File: src/rtl/clk_div_frac_multi_if.sv
// Configuration and output bundle of the multi-channel fractional clock divider.
// Master drives configuration requests; slave is the divider.
interface clk_div_frac_multi_if #(
  parameter int NUM_CH     = 4,
  parameter int DIV_WIDTH  = 12,
  parameter int FRAC_WIDTH = 8
);
  localparam int CH_W = (NUM_CH > 1) ? $clog2(NUM_CH) : 1;

  logic                  cfg_valid_i;
  logic                  cfg_ready_o;
  logic [CH_W-1:0]       cfg_ch_i;
  logic                  cfg_en_i;
  logic [DIV_WIDTH-1:0]  cfg_div_int_i;
  logic [FRAC_WIDTH-1:0] cfg_div_frac_i;
  logic                  cfg_err_o;
  logic [NUM_CH-1:0]     clk_o;
  logic [NUM_CH-1:0]     locked_o;

  modport master (
    output cfg_valid_i, cfg_ch_i, cfg_en_i, cfg_div_int_i, cfg_div_frac_i,
    input  cfg_ready_o, cfg_err_o, clk_o, locked_o
  );

  modport slave (
    input  cfg_valid_i, cfg_ch_i, cfg_en_i, cfg_div_int_i, cfg_div_frac_i,
    output cfg_ready_o, cfg_err_o, clk_o, locked_o
  );
endinterface

File: src/rtl/clk_div_frac_multi.sv
// Multi-channel dual-modulus clock divider: each channel averages div_int + div_frac/2^FRAC_WIDTH
// system cycles per output period; new settings are staged in a shadow and applied at a period end.
module clk_div_frac_multi #(
  parameter int NUM_CH     = 4,
  parameter int DIV_WIDTH  = 12,
  parameter int FRAC_WIDTH = 8
) (
  input  logic               clk_i,
  input  logic               srst_i,
  clk_div_frac_multi_if.slave bus
);
  localparam int CH_W = (NUM_CH > 1) ? $clog2(NUM_CH) : 1;
  localparam int PW   = DIV_WIDTH + 1;
  localparam logic [CH_W:0] CH_LIMIT = (CH_W + 1)'(NUM_CH);

  logic              ch_oob;
  logic              sel_pending;
  logic              bad_req;
  logic              accept;
  logic              reject;
  logic              err_q;
  logic [NUM_CH-1:0] pending_vec;

  always_comb begin
    sel_pending = 1'b0;
    for (int i = 0; i < NUM_CH; i++) begin
      if (bus.cfg_ch_i == CH_W'(i)) sel_pending = pending_vec[i];
    end
  end

  // Ready is combinational on cfg_ch_i: a channel refuses new settings while one is still staged.
  assign ch_oob          = {1'b0, bus.cfg_ch_i} >= CH_LIMIT;
  assign bad_req         = ch_oob | (bus.cfg_en_i & (bus.cfg_div_int_i < DIV_WIDTH'(2)));
  assign bus.cfg_ready_o = ch_oob | ~sel_pending;
  assign accept          = bus.cfg_valid_i & bus.cfg_ready_o & ~bad_req;
  assign reject          = bus.cfg_valid_i & bus.cfg_ready_o & bad_req;
  assign bus.cfg_err_o   = err_q;

  always_ff @(posedge clk_i) begin
    if (srst_i) err_q <= 1'b0;
    else        err_q <= reject;
  end

  for (genvar g = 0; g < NUM_CH; g++) begin : g_ch
    logic                  act_en, sh_en, pending, arm, clk_q, locked_q;
    logic [DIV_WIDTH-1:0]  act_int, sh_int;
    logic [FRAC_WIDTH-1:0] act_frac, sh_frac, acc;
    logic [PW-1:0]         count, period, p_next, count_inc, hi_len;
    logic [FRAC_WIDTH:0]   frac_sum;
    logic                  boundary, apply, hit;

    always_comb begin
      hit       = accept & (bus.cfg_ch_i == CH_W'(g));
      boundary  = ~act_en | (count == period - PW'(1));
      apply     = boundary & pending;
      frac_sum  = apply ? {1'b0, sh_frac} : ({1'b0, acc} + {1'b0, act_frac});
      p_next    = (apply ? {1'b0, sh_int} : {1'b0, act_int}) + PW'(frac_sum[FRAC_WIDTH]);
      count_inc = count + PW'(1);
      hi_len    = period - (period >> 1);
    end

    always_ff @(posedge clk_i) begin
      if (srst_i) begin
        act_en   <= 1'b0;
        act_int  <= DIV_WIDTH'(2);
        act_frac <= '0;
        sh_en    <= 1'b0;
        sh_int   <= DIV_WIDTH'(2);
        sh_frac  <= '0;
        pending  <= 1'b0;
        arm      <= 1'b0;
        count    <= '0;
        period   <= PW'(2);
        acc      <= '0;
        clk_q    <= 1'b0;
        locked_q <= 1'b0;
      end else begin
        if (apply) begin
          pending  <= 1'b0;
          act_en   <= sh_en;
          act_int  <= sh_int;
          act_frac <= sh_frac;
          count    <= '0;
          if (sh_en) begin
            acc    <= frac_sum[FRAC_WIDTH-1:0];
            period <= p_next;
            clk_q  <= 1'b1;
            arm    <= 1'b1;
          end else begin
            acc      <= '0;
            clk_q    <= 1'b0;
            locked_q <= 1'b0;
            arm      <= 1'b0;
          end
        end else if (act_en) begin
          if (boundary) begin
            count  <= '0;
            acc    <= frac_sum[FRAC_WIDTH-1:0];
            period <= p_next;
            clk_q  <= 1'b1;
            if (arm) begin
              locked_q <= 1'b1;
              arm      <= 1'b0;
            end
          end else begin
            count <= count_inc;
            clk_q <= (count_inc < hi_len);
          end
        end
        // NOTE: this sits after the boundary logic on purpose; with non-blocking
        // assignments the last write wins, so an acceptance on the same edge as a
        // period end leaves locked_q cleared.
        if (hit) begin
          sh_en    <= bus.cfg_en_i;
          pending  <= 1'b1;
          locked_q <= 1'b0;
          if (bus.cfg_en_i) begin
            sh_int  <= bus.cfg_div_int_i;
            sh_frac <= bus.cfg_div_frac_i;
          end
        end
      end
    end

    assign pending_vec[g]  = pending;
    assign bus.clk_o[g]    = clk_q;
    assign bus.locked_o[g] = locked_q;
  end

endmodule

File: src/flat_wrapper.sv
// flat-port wrapper written by rule: the top's interface ports become plain ports
module clk_div_frac_multi_flat 
#(
  parameter int NUM_CH     = 4,
  parameter int DIV_WIDTH  = 12,
  parameter int FRAC_WIDTH = 8
)
  (clk_i, srst_i, bus_cfg_valid_i, bus_cfg_ch_i, bus_cfg_en_i, bus_cfg_div_int_i, bus_cfg_div_frac_i, bus_cfg_ready_o, bus_cfg_err_o, bus_clk_o, bus_locked_o);
  clk_div_frac_multi_if #(.NUM_CH(NUM_CH), .DIV_WIDTH(DIV_WIDTH), .FRAC_WIDTH(FRAC_WIDTH)) bus_i ();
  input  logic clk_i;
  input  logic srst_i;
  input wire logic [$bits(bus_i.cfg_valid_i)-1:0] bus_cfg_valid_i;
  input wire logic [$bits(bus_i.cfg_ch_i)-1:0] bus_cfg_ch_i;
  input wire logic [$bits(bus_i.cfg_en_i)-1:0] bus_cfg_en_i;
  input wire logic [$bits(bus_i.cfg_div_int_i)-1:0] bus_cfg_div_int_i;
  input wire logic [$bits(bus_i.cfg_div_frac_i)-1:0] bus_cfg_div_frac_i;
  output wire logic [$bits(bus_i.cfg_ready_o)-1:0] bus_cfg_ready_o;
  output wire logic [$bits(bus_i.cfg_err_o)-1:0] bus_cfg_err_o;
  output wire logic [$bits(bus_i.clk_o)-1:0] bus_clk_o;
  output wire logic [$bits(bus_i.locked_o)-1:0] bus_locked_o;
  assign bus_i.cfg_valid_i = bus_cfg_valid_i;
  assign bus_i.cfg_ch_i = bus_cfg_ch_i;
  assign bus_i.cfg_en_i = bus_cfg_en_i;
  assign bus_i.cfg_div_int_i = bus_cfg_div_int_i;
  assign bus_i.cfg_div_frac_i = bus_cfg_div_frac_i;
  assign bus_cfg_ready_o = bus_i.cfg_ready_o;
  assign bus_cfg_err_o = bus_i.cfg_err_o;
  assign bus_clk_o = bus_i.clk_o;
  assign bus_locked_o = bus_i.locked_o;
  clk_div_frac_multi #(.NUM_CH(NUM_CH), .DIV_WIDTH(DIV_WIDTH), .FRAC_WIDTH(FRAC_WIDTH)) u_core (.clk_i(clk_i), .srst_i(srst_i), .bus(bus_i));
endmodule
File: config.mk
export PLATFORM = sky130hd
export DESIGN_NAME = clk_div_frac_multi_flat
export DESIGN_NICKNAME = d
export VERILOG_FILES = /design/src/rtl/clk_div_frac_multi_if.sv /design/src/rtl/clk_div_frac_multi.sv /design/src/flat_wrapper.sv
export SDC_FILE = /design/constraint.sdc
export NUM_CORES = 1
export LEC_CHECK = 0
export ABC_AREA = 1
export CORE_AREA = 2 2 248 250
export DETAILED_ROUTE_END_ITERATION = 8
export DIE_AREA = 0 0 250 252
export GPL_TIMING_DRIVEN = 0
export PLACE_DENSITY = 0.58
export REMOVE_ABC_BUFFERS = 1
export SLEW_MARGIN = 20
export SYNTH_ARGS = -nofsm -noshare
export SYNTH_HDL_FRONTEND = slang
export SYNTH_SLANG_ARGS = --single-unit
File: constraint.sdc
create_clock -name clk_i -period 3.6 [get_ports clk_i]
set_clock_uncertainty 0.15 [all_clocks]
set_input_delay 0.36 -clock clk_i [delete_from_list [all_inputs] [get_ports clk_i]]
set_output_delay 0.36 -clock clk_i [all_outputs]
set_load 0.05 [all_outputs]
==> results.toml <==
[power]
irDropWorstVdd_mv = 0.360
power.leakage_nw = 10.2
p_comb_frac = 0.208
p_int_mw = 6.81
switching_power_mw = 3.01
p_sw_frac = 0.307
p_clk_frac = 0.407
pwr-share-seq = 0.385
power.density_nw_per_um2 = 419

[global_routing]
grt_max_degree = 88
antenna_found_initial = 0
gr-total-overflow = 0
grt_util_all_layers = 0.165
grt_pass1_wl_um = 85600
first_global_vias = 16700

[worst_setup_path]
cp_num_buf_inv = 1
worst-setup-path-type = "register to register"
slowest_stage = "fa_1"
max_stage_delay_ns = 0.45
required_ns = 3.91
crit_arrival_ns = 3.80
r2r_slack_ns = 0.11
startpoint_type = "register"
cp_max_fo = 6
rr_startpoint = "u_core.g_ch[3].period[0]$_SDFFE_PP0P_"
cp.depth = 18
path_cells = "inv_2, ha_1, fa_1, o31ai_4, nand3_1, nand2_1, a21oi_1, o21bai_1, a21oi_1, nor2_1, nor2_1, xor2_1, ha_1, nand4_1, o221ai_1, nand2_1, nand2_1, a21oi_1"
ff2ff_path_depth = 18
critPathLaunch = "u_core.g_ch[3].period[0]$_SDFFE_PP0P_"
crit_family = "compound AO/OA/AOI/OAI gates"
endpoint_kind = "register"

[routing]
wl_per_cell_um = 14.3
vias = 17900
detail-route-antenna-nets = 0
wl_um = 53300
first_pass_iters = 6
drc_errors = 0
vias_per_cell = 4.81
drtIter0Drc = 973

[floorplanning]
ios = 36
die_width_um = 250
die_area_um2 = 63000
initial_core_util = 0.338
fp.dieH_um = 252
rows = 90
coreArea_um2 = 60100

[layout]
syn_to_final_growth_pct = 15.3
stdcell_count = 3730
multi_input_area_um2 = 12600
drive_above_1_share = 0.115
layout.nets = 3145
final.fill_count = 6418
seq_area_um2 = 6440
finalInstanceArea_um2 = 23500
fin_util = 0.390
diodes = 0

[clock_network]
clock-root-buffer = "clkbuf_16"
cts_buffer_depth = 3
insertion_delay_ns = 0.57
cts_made_buffers = 41
cts_tree = "done"
clk_pin_slew_ns = 0.06
cts.sink_count = 321
htreeDepth = 2

[synthesis]
synthFlopType = "dfxtp_1"
synth.distinct_cells = 55
netlist_area_um2 = 20400
avgSynthCellArea_um2 = 7.06
synth_most_common_cell = "nand2_1"
yosys-top-cells-area = "dfxtp_1 32%, ha_1 12%, nand2_1 11%"
synthTopCellsByCount = "576 x nand2_1, 346 x nor2_1, 321 x dfxtp_1, 319 x inv_1, 248 x a21oi_1"
async_reset_ff_frac = 0
synth-warning-count = 0
syn_inst = 2883
yosysSeqAreaShare = 0.316
synth-seq-cells = 321
synth_edf_count = 0
synth_area_leader_cell = "dfxtp_1"
yosys.area.top_type_share = 0.316

[place]
dp_hpwl_um = 36400
dp.cells = 3602
place_area_um2 = 21200
place_congestion = 0.818
numPortBuffers = 35

[sta]
maxSlewHeadroom = 0.433
setup_viol = 0
rsz0062_at_grt = "true"
final_hold_viol_count = 0
period_needed_ns = 3.49
worst_pin_slew_ns = 0.845
maxSlewViolCount = 0
fin_crit_sh = 0.971
max_freq_ghz = 0.286

[min_path]
whs_path_depth = 2
hold_start = "srst_i"
hold_path.class = "input pin to register"

[outcome]
status = "completed"

[run]
drv_cap = 0
## kinds of logic after synthesis
logic type,count (synthesis),synth area share
buffers and inverters,437,0.0870
flip-flops,321,0.316
AND/OR/NAND/NOR,1224,0.259
adder cells (fa/ha/maj),201,0.127
XOR/XNOR,135,0.0581
AO/OA/AOI/OAI,565,0.154
## sequential cells by signal (all words and copies together) (netlist names)
signal,flops
u_core.g_ch.acc,32
u_core.g_ch.act_frac,32
u_core.g_ch.pending,4
u_core.g_ch.sh_frac,32
u_core.g_ch.clk_q,4
u_core.g_ch.act_en,4
u_core.g_ch.locked_q,4
u_core.g_ch.act_int,48
u_core.g_ch.count,52
u_core.g_ch.period,52
u_core.g_ch.sh_en,4
u_core.bus.cfg_err_o,1
u_core.g_ch.sh_int,48
u_core.g_ch.arm,4
## final cells by class
class,count,area share
inverters,337,0.0565
well taps,782,0.0417
multi-input cells,2130,0.538
flip-flops and latches,321,0.275
clock inverters,16,0.00512
repair buffers,84,0.0329
repair inverters,3,0.000853
clock buffers,57,0.0506
## final timing paths
check | end
worst min register to register | u_core.g_ch[2].sh_int[11]$_SDFFE_PP0P_
worst max-delay path | u_core.g_ch[3].clk_q$_SDFFE_PP0P_
worst max register to register | u_core.g_ch[3].clk_q$_SDFFE_PP0P_
worst min-delay path | u_core.g_ch[0].act_int[8]$_SDFFE_PP0N_
## cell usage in the layout, fill, tap and decap left out, types with 7 or more instances in the layout
master / instances
inv_1: 298
nand4_1: 15
nor2_2: 22
ha_4: 8
ha_1: 169
clkbuf_8: 8
a31oi_1: 20
nand3b_1: 7
a21o_1: 7
nand3_2: 8
nand3_1: 159
a21oi_1: 245
o22ai_1: 9
o21bai_1: 20
clkinvlp_4: 8
inv_2: 29
o21ai_0: 183
xnor2_1: 31
clkdlybuf4s50_1: 34
dfxtp_2: 11
xor2_1: 104
ha_2: 16
a211oi_1: 7
dfxtp_1: 309
o211ai_1: 13
o21ai_1: 19
o21ai_2: 10
buf_4: 46
nor2_4: 21
or2_2: 16
clkbuf_16: 42
nand2_2: 33
nand2_4: 8
nand2_1: 569
clkbuf_1: 7
clkinv_2: 10
nor2_1: 338
nor3_1: 12
## metrics by stage
step	total power [mW]	TNS, ns	hold slack (ns)	setup slack, ns
finish	9.82	0	0.0409	0.106
global placement	5.70	-1681.49	0.290	-7.84
CTS	9.79	0	0.00539	0.00120
global route	10.4	-0.322	0.0500	-0.243
detailed placement	5.72	-47.79	0.296	-0.770
floorplan	5.22	0	0.279	0.111
## routing by layer
layer	vias up	part of all wire	global-route usage
met5	-	0	0
met4	0	0.016	0.0392
met3	53	0.047	0.0240
met2	294	0.44	0.267
met1	8147	0.50	0.230
li1	9432	-	-
## power groups by stage
stage | logic [mW] | registers (mW) | clock network, mW
after floorplan | 1.40 | 3.83 | 0
after detailed placement | 1.87 | 3.85 | 0
after global routing | 2.33 | 3.79 | 4.25
after global placement | 1.85 | 3.85 | 0
final | 2.05 | 3.78 | 4.00
after CTS | 1.93 | 3.77 | 4.09
## repair_timing
item,4_1_cts,5_1_grt
setup buffers,11,35
resized for setup,37,105
setup endpoints to repair,69,73
hold buffers,0,0
gates cloned,5,3
pin swaps,7,38
No activity file was read; power rests on OpenSTA's default activity.
